File: config.mk
export PLATFORM = sky130hd
export DESIGN_NAME = mvau_weight_stream_ctrl
export DESIGN_NICKNAME = d
export VERILOG_FILES = /design/src/rtl/mvau_weight_stream_ctrl.sv
export SDC_FILE = /design/constraint.sdc
export NUM_CORES = 1
export LEC_CHECK = 0
export ABC_AREA = 0
export CORE_MARGIN = 4
export CORE_UTILIZATION = 51
export DETAILED_ROUTE_END_ITERATION = 10
export PLACE_DENSITY = 0.75
export SLEW_MARGIN = 20
export SYNTH_ARGS = -nofsm -noshare
export SYNTH_HDL_FRONTEND = slang
export SYNTH_SLANG_ARGS = --single-unit
File: constraint.sdc
create_clock -name aclk -period 2.04 [get_ports aclk]
set_input_delay 0.306 -clock aclk [delete_from_list [all_inputs] [get_ports aclk]]
set_output_delay 0.306 -clock aclk [all_outputs]
set_load 0.01 [all_outputs]
File: src/rtl/mvau_weight_stream_ctrl.sv
// MVAU weight memory address sequencer with a 2-entry skid buffer on the output stream.
// Define MVAU_WSTREAM_STALL_CNT_EN to add the stall_cnt backpressure counter port.
`timescale 1ns/1ps
module mvau_weight_stream_ctrl #(
    parameter int SIMD         = 2,
    parameter int TW           = 1,
    parameter int WMEM_DEPTH   = 4,
    parameter int WMEM_ADDR_BW = 4,
    parameter int NUM_REPS     = 2,
    parameter int REP_BW       = 16
) (
    input  logic                    aclk,
    input  logic                    aresetn,
    input  logic                    start,
    output logic                    busy,
    output logic                    done,
    output logic [WMEM_ADDR_BW-1:0] wmem_addr,
    input  logic [SIMD*TW-1:0]      wmem_data,
    output logic [SIMD*TW-1:0]      wgt_out,
    output logic                    wgt_v,
    input  logic                    wgt_rdy
`ifdef MVAU_WSTREAM_STALL_CNT_EN
    ,
    output logic [31:0]             stall_cnt
`endif
);

    localparam logic [1:0] S_IDLE  = 2'd0;
    localparam logic [1:0] S_RUN   = 2'd1;
    localparam logic [1:0] S_DRAIN = 2'd2;

    localparam logic [WMEM_ADDR_BW-1:0] ADDR_LAST = WMEM_ADDR_BW'(WMEM_DEPTH - 1);
    localparam logic [REP_BW-1:0]       REP_LAST  = REP_BW'(NUM_REPS - 1);

    logic [1:0]         state;
    logic [REP_BW-1:0]  rep;
    logic               inflight;
    logic [1:0]         occ;
    logic [SIMD*TW-1:0] tail_q;

    logic       pop;
    logic       push;
    logic [2:0] slots;
    logic       rd_en;
    logic       addr_wrap;
    logic       last_issue;
    logic       drain_done;

    assign wgt_v = (occ != 2'd0);
    assign pop   = wgt_v && wgt_rdy;
    assign push  = inflight;
    assign busy  = (state != S_IDLE);

    // Buffer slots already claimed: stored words plus the read still in the ROM pipe.
    assign slots = {1'b0, occ} + {2'b00, inflight};
    assign rd_en = (state == S_RUN) &&
                   ((slots < 3'd2) || (pop && (slots == 3'd2)));

    assign addr_wrap  = (wmem_addr == ADDR_LAST);
    assign last_issue = rd_en && addr_wrap && (rep == REP_LAST);
    assign drain_done = (state == S_DRAIN) && !inflight &&
                        ((occ == 2'd0) || ((occ == 2'd1) && pop));

    always_ff @(posedge aclk or negedge aresetn) begin
        if (!aresetn) begin
            state <= S_IDLE;
            done  <= 1'b0;
        end else begin
            done <= 1'b0;
            unique case (state)
                S_IDLE:  if (start) state <= S_RUN;
                S_RUN:   if (last_issue) state <= S_DRAIN;
                S_DRAIN: begin
                    if (drain_done) begin
                        state <= S_IDLE;
                        done  <= 1'b1;
                    end
                end
                default: state <= S_IDLE;
            endcase
        end
    end

    always_ff @(posedge aclk or negedge aresetn) begin
        if (!aresetn) begin
            wmem_addr <= '0;
            rep       <= '0;
            inflight  <= 1'b0;
        end else begin
            inflight <= rd_en;
            if (rd_en) begin
                if (addr_wrap) begin
                    wmem_addr <= '0;
                    rep       <= (rep == REP_LAST) ? '0 : rep + 1'b1;
                end else begin
                    wmem_addr <= wmem_addr + 1'b1;
                end
            end
        end
    end

    // The issue rule keeps slots <= 2, so a push never lands on a full buffer.
    always_ff @(posedge aclk or negedge aresetn) begin
        if (!aresetn) begin
            occ     <= 2'd0;
            wgt_out <= '0;
            tail_q  <= '0;
        end else begin
            case ({push, pop})
                2'b10: begin
                    if (occ == 2'd0) wgt_out <= wmem_data;
                    else             tail_q  <= wmem_data;
                    occ <= occ + 2'd1;
                end
                2'b01: begin
                    wgt_out <= tail_q;
                    occ     <= occ - 2'd1;
                end
                2'b11: begin
                    if (occ == 2'd1) begin
                        wgt_out <= wmem_data;
                    end else begin
                        wgt_out <= tail_q;
                        tail_q  <= wmem_data;
                    end
                end
                default: ;
            endcase
        end
    end

`ifdef MVAU_WSTREAM_STALL_CNT_EN
    always_ff @(posedge aclk or negedge aresetn) begin
        if (!aresetn) begin
            stall_cnt <= '0;
        end else if ((state == S_IDLE) && start) begin
            stall_cnt <= '0;
        end else if (busy && wgt_v && !wgt_rdy && (stall_cnt != 32'hFFFF_FFFF)) begin
            stall_cnt <= stall_cnt + 32'd1;
        end
    end
`endif

endmodule
==> metrics.md <==
| Metric | Value |
|---|---|
| Outcome | `finished, violations left` |
| Failing checks | `negative setup slack` |
| Drt drc | `0` |
| Min-delay worst type | `in2async` |
| Via Count | `1,391` |
| Fmax | `479 MHz` |
| Antenna violations before repair | `0` |
| CP Cell Sequence | `ha_4 > inv_4 > ha_4 > and4bb_1 > a32oi_4 > inv_2 > nand2_4 > buf_12 > or3_4 > o21ai_2` |
| ANT nets after route | `0` |
| Layout cells sized above 1 | `0.296` |
| Crit start category | `flip-flop` |
| Die height | `64.9 um` |
| Worst Path Buf+Inv | `3` |
| Most common cell after layout, fill and taps aside | `dfrtp_1` |
| Leakage power total | `0.984 nW` |
| FF-to-FF path depth | `10` |
| Hold Fails Final Rpt | `0` |
| RR Startpoint | `occ[0]` |
| Iter 0 DRT Violations | `43` |
| CP arrival | `2.35 ns` |
| Crit path max-delay family | `simple AND/OR/NAND/NOR gates` |
| Routability cong. | `0.781` |
| Setup Skew | `0.0152 ns` |
| Synth warn | `0` |
| Drt via density | `5.63` |
| # H-tree levels | `2` |
| Starting Density | `0.537` |
| Worst ir drop on vdd | `0.643 mV` |
| Filler instances | `202` |
| Ports | `15` |
| Sequential share of the synthesized area | `0.454` |
| Max-cap violations | `0` |
| Worst Setup Path Type | `reg2reg` |
| RSZ-0062 raised after global routing | `yes` |
| Crit Path Max Fanout | `6` |
| Worst reg2reg path endpoint | `rep[1]` |
| # nets final | `219` |
| Total CTS buffers | `5` |
| Measured slew at the worst slew-check pin | `0.443 ns` |
| Port buffer count | `14` |
| CTS Root Cell | `clkbuf_4` |
| Final setup margin | `-0.0459 ns` |
| Required time of the critical path | `2.31 ns` |
| Synth-to-Final Area Change | `34.7%` |
| Mapped Area | `1650 sq um` |
| Area of the die | `4220 sq um` |
| Post-DP Area | `1930 sq um` |
| Post-DP HPWL | `2530 um` |
| Register area | `752 sq um` |
| Total Power | `0.00309 W` |
| Mapped Cells | `167` |
| Post-synthesis register bit count | `30` |
| Avg WL per Cell | `15.9 um` |
| Clk buf depth | `2` |
| Post-Syn Area per Cell | `9.90 sq um` |
| Worst path most repeated cell | `ha_4` |
| Peak per-stage delay on the critical path | `0.42 ns` |
| Final instance area | `2230 sq um` |
| Clock tree sinks | `30` |
| Setup violations, final | `4` |
| Multi-input gate area | `1000 sq um` |
| Global-route wire length before repair | `6230 um` |
| Row count | `20` |
| CTS tree | `built` |
| Wirelength, routed | `3930 um` |
| ANT cells | `0` |
| CP Capture Type | `flip-flop` |
| TritonRoute pass-1 iters | `4` |
| Total congestion overflow | `0` |
| Pwr Density | `1390 nW/um^2` |
| Slowest CP cell | `dfrtp_1` |
| Flop-to-flop setup slack | `-0.05 ns` |
| Largest net degree at the start of global routing | `31` |
| Skew-Pair Late Insertion Delay | `0.34 ns` |
| Total Routing Usage GR | `0.192` |
| Final Cycle Share | `1.02` |
| Slew Viols, Final | `0` |
| Cell variety after synth | `39` |
| Core area | `3080 sq um` |
| Final min period | `2.09 ns` |
| Vias in the first global route | `1,400` |
| Number of hold buffers added after cts | `0` |
| Commonest cells after routing, fill and taps aside | `dfrtp_1 (29), nand2_1 (17), clkdlybuf4s50_1 (14)` |
| Die Wd | `64.9 um` |
| Syn_nets | `184` |
| Headroom to the max-slew limit | `0.702` |
| Worst-path clk slew | `0.11 ns` |
## routing by layer
metal,up-vias,GRT usage,wire (um),share of wire
met5,-,0,0,0
met3,7,0.0589,141,0.036
li1,669,-,-,-
met4,0,0.0765,68,0.017
met2,29,0.321,2020,0.51
met1,686,0.229,1700,0.43
## cell families (layout without fill, tap and decap cells)
family / count (synthesis) / count (layout) / synth area share
simple gates: 61 / 61 / 0.190
compound gates: 35 / 35 / 0.145
flops: 30 / 30 / 0.454
buf+inv: 15 / 51 / 0.0356
fa+ha+maj: 11 / 11 / 0.0833
mux: 9 / 9 / 0.0606
xor+xnor: 6 / 6 / 0.0318
## cell usage after synthesis
| master | number | area [sq um] |
|---|---|---|
| a211oi_1 | 2 | 15.0 |
| a21bo_2 | 1 | 10.0 |
| a21oi_1 | 5 | 25.0 |
| a22o_1 | 2 | 17.5 |
| a31oi_1 | 2 | 12.5 |
| a32oi_1 | 1 | 8.76 |
| and4_1 | 1 | 8.76 |
| and4bb_1 | 1 | 12.5 |
| buf_2 | 2 | 10.0 |
| clkbuf_1 | 1 | 3.75 |
| dfrtp_1 | 30 | 751 |
| ha_1 | 11 | 138 |
| inv_1 | 11 | 41.3 |
| inv_2 | 1 | 3.75 |
| mux2_2 | 8 | 90.1 |
| mux2i_1 | 1 | 10.0 |
| nand2_1 | 19 | 71.3 |
| nand2b_1 | 1 | 6.26 |
| nand3_1 | 6 | 30.0 |
| nand4_1 | 3 | 18.8 |
| nor2_1 | 13 | 48.8 |
| nor2b_1 | 2 | 12.5 |
| nor3_1 | 3 | 15.0 |
| nor3_2 | 1 | 10.0 |
| nor3b_1 | 1 | 7.51 |
| nor3b_2 | 1 | 12.5 |
| nor4_1 | 3 | 18.8 |
| nor4b_1 | 1 | 8.76 |
| o211a_1 | 1 | 10.0 |
| o21ai_0 | 13 | 65.1 |
| o31ai_1 | 5 | 37.5 |
| o31ai_2 | 1 | 12.5 |
| o41ai_1 | 1 | 8.76 |
| o41ai_2 | 1 | 16.3 |
| or2_2 | 1 | 6.26 |
| or3_1 | 3 | 18.8 |
| or4_1 | 1 | 7.51 |
| xnor2_1 | 4 | 35.0 |
| xor2_1 | 2 | 17.5 |
## where the power goes
part | switching, W | internal (W)
clock | 0.000216 | 0.000165
sequential | 0.000159 | 0.000743
combinational | 0.000839 | 0.000967
total | 0.00122 | 0.00188
## worst register-to-register path, stage by stage, from the launching register on
cell and delay, ns:
dfrtp_1 0.42, ha_4 0.18, inv_4 0.04, ha_4 0.24, and4bb_1 0.23, a32oi_4 0.09, inv_2 0.15, nand2_4 0.08
buf_12 0.14, or3_4 0.38, o21ai_2 0.07
## how the worst max path moves through the flow
| stage | end | cells past startpoint | slack (ns) | start |
|---|---|---|---|---|
| detailed placement | rep[5] | 7 | -0.09 | occ[0] |
| floorplan | rep[5] | 8 | -0.002 | inflight |
| CTS | rep[1] | 10 | -0.04 | inflight |
| global placement | rep[5] | 7 | -0.0007 | occ[0] |
| finish | rep[1] | 10 | -0.05 | occ[0] |
| global route | rep[1] | 10 | -0.13 | occ[0] |
## layout make-up
class | instances | area share
Multi-Input combinational cell | 122 | 0.449
Clock buffer | 6 | 0.0230
Timing Repair Buffer | 31 | 0.139
Sequential cell | 30 | 0.338
Inverter | 12 | 0.0213
Tap cell | 44 | 0.0247
Clock inverter | 2 | 0.00562
## flip-flops by register name (all words and copies together) (netlist names)
register,flops
wmem_addr,4
done,1
tail_q,2
inflight,1
state,2
wgt_out,2
rep,16
occ,2
## through the flow
| stage | worst slack (ns) | utilization | hold WS (ns) | instances | TNS (ns) |
|---|---|---|---|---|---|
| 5_1_grt | -0.129 | 0.724 | 0.389 | 247 | -0.990 |
| 3_3_place_gp | -0.000668 | 0.627 | 0.483 | 232 | -0.000668 |
| 3_5_place_dp | -0.0930 | 0.627 | 0.493 | 232 | -0.641 |
| 4_1_cts | -0.0383 | 0.657 | 0.341 | 241 | -0.0907 |
| 6_report | -0.0459 | 0.724 | 0.379 | 247 | -0.126 |
| 2_1_floorplan | -0.00201 | - | 0.0104 | 167 | -0.00201 |
## repair_timing
| action | CTS | global route |
|---|---|---|
| pin swaps | 1 | 11 |
| setup endpoints to repair | 15 | 25 |
| gates cloned | 0 | 1 |
| resized for setup | 5 | 40 |
| setup buffers | 1 | 6 |
Power figures use the tool's default switching activity.
